<file path="src/rtl/divider.sv">
// Multi-cycle radix-2 restoring divider for DIV/DIVU/REM/REMU with RISC-V special-case results.
// Optional DIVIDER_EARLY_OUT_EN: divide-by-zero and signed overflow skip the iterations.
module divider #(
  parameter int XLEN  = 32,
  parameter int CNT_W = 6
) (
  input  logic            clk,
  input  logic            rst_n,
  input  logic [XLEN-1:0] dividend,
  input  logic [XLEN-1:0] divisor,
  input  logic            signed_op,
  input  logic            start,
  output logic [XLEN-1:0] quotient,
  output logic [XLEN-1:0] remainder,
  output logic            stall,
  output logic            finish
);

  typedef enum logic [1:0] {IDLE, BUSY, DONE} state_t;

  localparam logic [XLEN-1:0] MIN_NEG = {1'b1, {(XLEN-1){1'b0}}};

  state_t              state, state_nx;
  logic [CNT_W-1:0]    counter;
  logic [2*XLEN-1:0]   work, work_nx;
  logic [XLEN-1:0]     dvsr, dividend_q;
  logic                neg_q, neg_r, div0, ovf;
  logic [XLEN-1:0]     dividend_abs, divisor_abs;
  logic                div0_in, ovf_in, last_iter;
  logic [XLEN:0]       partial, diff;
  logic [XLEN-1:0]     q_fix, r_fix;

  always_comb begin
    dividend_abs = (signed_op & dividend[XLEN-1]) ? -dividend : dividend;
    divisor_abs  = (signed_op & divisor[XLEN-1])  ? -divisor  : divisor;
    div0_in      = (divisor == {XLEN{1'b0}});
    ovf_in       = signed_op & (dividend == MIN_NEG) & (divisor == {XLEN{1'b1}});
    last_iter    = (counter == CNT_W'(XLEN-1));
  end

  // The partial remainder includes the bit shifted out of the upper half,
  // so the subtraction never loses a carry when the divisor is >= 2^(XLEN-1).
  always_comb begin
    partial = work[2*XLEN-1:XLEN-1];
    diff    = partial - {1'b0, dvsr};
    if (diff[XLEN]) work_nx = {partial[XLEN-1:0], work[XLEN-2:0], 1'b0};
    else            work_nx = {diff[XLEN-1:0],    work[XLEN-2:0], 1'b1};
  end

  always_comb begin
    if (div0) begin
      q_fix = {XLEN{1'b1}};
      r_fix = dividend_q;
    end else if (ovf) begin
      q_fix = MIN_NEG;
      r_fix = {XLEN{1'b0}};
    end else begin
      q_fix = neg_q ? -work_nx[XLEN-1:0]      : work_nx[XLEN-1:0];
      r_fix = neg_r ? -work_nx[2*XLEN-1:XLEN] : work_nx[2*XLEN-1:XLEN];
    end
  end

  always_comb begin
    state_nx = state;
    stall    = 1'b0;
    case (state)
      IDLE: begin
        if (start) begin
          stall = 1'b1;
`ifdef DIVIDER_EARLY_OUT_EN
          state_nx = (div0_in | ovf_in) ? DONE : BUSY;
`else
          state_nx = BUSY;
`endif
        end
      end
      BUSY: begin
        stall = 1'b1;
        if (last_iter) state_nx = DONE;
      end
      DONE:    state_nx = IDLE;
      default: state_nx = IDLE;
    endcase
  end

  always_ff @(posedge clk or negedge rst_n) begin
    if (!rst_n) state <= IDLE;
    else        state <= state_nx;
  end

  always_ff @(posedge clk or negedge rst_n) begin
    if (!rst_n) begin
      counter    <= '0;
      work       <= '0;
      dvsr       <= '0;
      dividend_q <= '0;
      neg_q      <= 1'b0;
      neg_r      <= 1'b0;
      div0       <= 1'b0;
      ovf        <= 1'b0;
      quotient   <= '0;
      remainder  <= '0;
      finish     <= 1'b0;
    end else begin
      finish <= (state_nx == DONE);
      case (state)
        IDLE: begin
          if (start) begin
            work       <= {{XLEN{1'b0}}, dividend_abs};
            dvsr       <= divisor_abs;
            dividend_q <= dividend;
            neg_q      <= signed_op & (dividend[XLEN-1] ^ divisor[XLEN-1]);
            neg_r      <= signed_op & dividend[XLEN-1];
            div0       <= div0_in;
            ovf        <= ovf_in;
            counter    <= '0;
`ifdef DIVIDER_EARLY_OUT_EN
            if (div0_in) begin
              quotient  <= {XLEN{1'b1}};
              remainder <= dividend;
            end else if (ovf_in) begin
              quotient  <= MIN_NEG;
              remainder <= {XLEN{1'b0}};
            end
`endif
          end
        end
        BUSY: begin
          work    <= work_nx;
          counter <= counter + 1'b1;
          if (last_iter) begin
            quotient  <= q_fix;
            remainder <= r_fix;
          end
        end
        default: ;
      endcase
    end
  end

endmodule

</file>
<file path="config.mk">
export PLATFORM = sky130hd
export DESIGN_NAME = divider
export DESIGN_NICKNAME = d
export VERILOG_FILES = /design/src/rtl/divider.sv
export SDC_FILE = /design/constraint.sdc
export NUM_CORES = 1
export LEC_CHECK = 0
export BUFFER_PORTS_ARGS = -buffer_cell sky130_fd_sc_hd__buf_2
export CAP_MARGIN = 20
export CORE_ASPECT_RATIO = 0.8
export CORE_UTILIZATION = 55
export DETAILED_ROUTE_END_ITERATION = 16
export GPL_TIMING_DRIVEN = 0
export PLACE_DENSITY = 0.8
export SETUP_SLACK_MARGIN = 0.1
export SLEW_MARGIN = 30
export SYNTH_ARGS = -nofsm -noshare
export SYNTH_HDL_FRONTEND = slang
export SYNTH_SLANG_ARGS = --single-unit
</file>
<file path="constraint.sdc">
create_clock -name clk -period 4.9 [get_ports clk]
set_clock_uncertainty 0.1 [all_clocks]
set_input_delay 0.98 -clock clk [delete_from_list [all_inputs] [get_ports clk]]
set_output_delay 0.98 -clock clk [all_outputs]
set_load 0.05 [all_outputs]
</file>
==> impl_metrics.ini <==
[finish]
diodes = 0
drive_above_1_share_pct = 15.42
n_fill_cell = 2050
fin_nets = 1960
design_area_um2 = 16160
area_growth_pct = 17.70

[worst_setup_path]
crit_fanout = 6
crit_top_cell = inv_2
cpLargestDelayFamily = compound AO/OA/AOI/OAI gates
worstSetupPathType = reg2reg
cp-end-kind = flop
required_ns = 5.17
cp_slowest_stage_delay_ns = 0.48
cp_data_arrival_time_ns = 5.22
crit_buf_inv = 6
cp_slowest_cell = dfrtp_2
startpoint_type = flop

[route]
vias = 14125
viasPerCell = 6.462
drc = 0
routed_wl_um = 47150
drtPass1Iterations = 6
wl_per_cell_um = 21.57
antenna_left = 0
drtIter0Drc = 1848

[cts]
cts_hold_buf = 0
clk_latency_ns = 0.52
path_clk_slew_ns = 0.06
cts_tree = done
root_buffer = clkbuf_16
clkSinkCount = 205
htreeDepth = 1
numCtsBuffers = 22
clk_path_buf_depth = 3

[yosys]
synth_ff_type = dfrtp_1
ys_ff_latch = 205
syn_avg_cell_area_um2 = 8.218
postSynth.asyncResetShare_pct = 100.0
ys_seq_area_share_pct = 37.36
synth_cells = 1671
synth_edf_count = 0
synth_cell_types = 76
yosysWarnings = 0
synth_fp_nets = 1778
syn-cell-area_um2 = 13730

[placement]
hpwlAfterDp_um = 35330
post-place-ws_ns = -1.598
placed_cell_area_um2 = 14860
port_buffers = 132
gp_congestion = 0.9585

[timing]
period_minus_slack_ns = 4.954
timing.fmax_mhz = 201.9
worst_slew_pin_slew_ns = 0.9947
setup_slack_ns = -0.05374
fin_crit_sh_pct = 101.1
relSlewSlack_pct = 33.24
hold_viol = 0
drv_slew = 0
finalSetupViolations = 1
rsz0062_at_grt = true

[grt]
grt_usage_pct = 36.68
grt_max_degree = 80
grt_antenna_before_repair = 1
grt_remaining_overflow = 0
grt_pass1_wl_um = 72100
grt_pass1_vias = 13086

[floorplan]
fp.dieArea_um2 = 25610
initial_core_util_pct = 56.19
core_area_um2 = 24440
die_height_um = 143.3
rows = 51
io_pins = 134
die_w_um = 178.7

[run]
drv_cap = 0

[status]
outcome = complete, but fails checks
violations = negative setup slack

[min_path]
hold_class = in2async
kinds of logic (layout without fill, tap and decap cells):
family	Yosys count	count (layout)	synth area share [%]
mux	34	34	2.533
xor+xnor	141	141	8.993
compound gates	511	511	23.57
fa+ha+maj	39	39	3.608
buf+inv	160	357	4.711
flops	205	205	37.36
simple gates	581	581	19.23
timing repair:
action                                  in CTS  in global routing
pin swaps                                   14                 26
gates resized for setup                     40                 31
buffers inserted                            15                 12
endpoints found under the setup margin      32                 25
gates cloned                                 1                  0
cell type report:
cell class | instances | area [um2] | share of cell area (%)
multi-input cells | 1306 | 8239 | 50.98
flip-flops and latches | 205 | 5137 | 31.79
repair buffers | 162 | 964.7 | 5.969
clock buffers | 31 | 645.6 | 3.995
plain buffers | 90 | 410.4 | 2.539
well taps | 318 | 397.9 | 2.462
inverters | 66 | 247.7 | 1.533
clock inverters | 8 | 118.9 | 0.7355
layer usage:
metal / track usage (%) / up-vias / share of wire (%)
li1: - / 6353 / -
met1: 53.99 / 6779 / 43
met2: 51.00 / 876 / 40
met3: 11.03 / 117 / 13
met4: 11.46 / 0 / 3.3
met5: 0 / - / 0
path summary, 6_finish.rpt:
path / cells past startpoint / slack (ns) / end / start
min in group clk: 2 / 0.38 / quotient[0] / quotient[0]
max: 25 / -0.05 / remainder[26] / work[31]
max reg2reg: 25 / -0.05 / remainder[26] / work[31]
min: 1 / 0.31 / quotient[30] / rst_n
max in group asynchronous: 2 / 3.62 / work[36] / rst_n
min reg2reg: 2 / 0.38 / quotient[0] / quotient[0]
cells in the mapped netlist (7+ instances only):
cell	number	area share, %
or3_1	14	0.64
and2_1	10	0.46
nand2b_1	7	0.32
mux2i_1	28	2.0
and3_1	10	0.46
nor3_1	36	1.3
or4_1	13	0.71
nand2_1	262	7.2
o211ai_1	10	0.55
o22ai_1	16	0.73
o41ai_1	13	0.83
a221oi_1	20	1.3
a31oi_1	11	0.50
a21o_1	13	0.71
dfrtp_1	205	37
xor2_1	69	4.4
xnor2_1	72	4.6
a211oi_1	8	0.44
nor2_1	140	3.8
nand4_1	20	0.91
nor4_1	25	1.1
o31ai_1	27	1.5
a22oi_1	26	1.4
buf_2	16	0.58
nand3_1	17	0.62
o21ai_1	16	0.58
o21a_1	10	0.55
inv_1	63	1.7
a21oi_1	112	4.1
ha_1	38	3.5
clkbuf_1	70	1.9
o21ai_0	160	5.8
o22a_1	22	1.4
cells in the final DEF (no fill, tap or decap), types with 32 or more instances in the layout:
master,Yosys,final
clkbuf_1,70,70
nand2_1,262,261
nor2_1,140,139
inv_1,63,60
nor3_1,36,32
o21ai_0,160,159
xor2_1,69,69
a21oi_1,112,108
dfrtp_1,205,199
buf_2,16,142
xnor2_1,72,72
sequential cells by signal (all words and copies together) (netlist names):
name        cells
work           64
ovf             1
counter         6
dividend_q     32
state           2
quotient       32
remainder      32
div0            1
neg_r           1
neg_q           1
finish          1
dvsr           32
through the flow:
step | utilization (%) | instances | hold slack [ns] | setup TNS (ns)
2_1_floorplan | - | 1671 | 0.3379 | 0
3_3_place_gp | 60.52 | 2121 | 0.3540 | -161.09
3_5_place_dp | 60.78 | 2123 | 0.3627 | -24.39
4_1_cts | 65.28 | 2178 | 0.3171 | 0
5_1_grt | 66.13 | 2186 | 0.3416 | -0.6933
6_report | 66.13 | 2186 | 0.3128 | -0.05374
worst reg2reg max path, stage by stage (launching register included):
cell and delay (ns):
dfrtp_2 0.48, inv_2 0.09, ha_4 0.13, inv_2 0.03, fa_2 0.37, a211oi_4 0.26, o211ai_1 0.20, nand3_1 0.18
a21oi_2 0.09, nor3_2 0.21, nor2_2 0.07, inv_2 0.12, buf_12 0.16, mux2i_4 0.30, ha_4 0.20, nand2_4 0.05
a21oi_4 0.17, o2111ai_4 0.16, nor3_2 0.22, buf_4 0.16, a31oi_4 0.13, buf_6 0.16, nor3_4 0.29, a31oi_2 0.14
xor2_1 0.23, o22ai_1 0.09
Power is not shown: default switching activity piles up to over one toggle a cycle in this logic, so the estimate is an artifact.
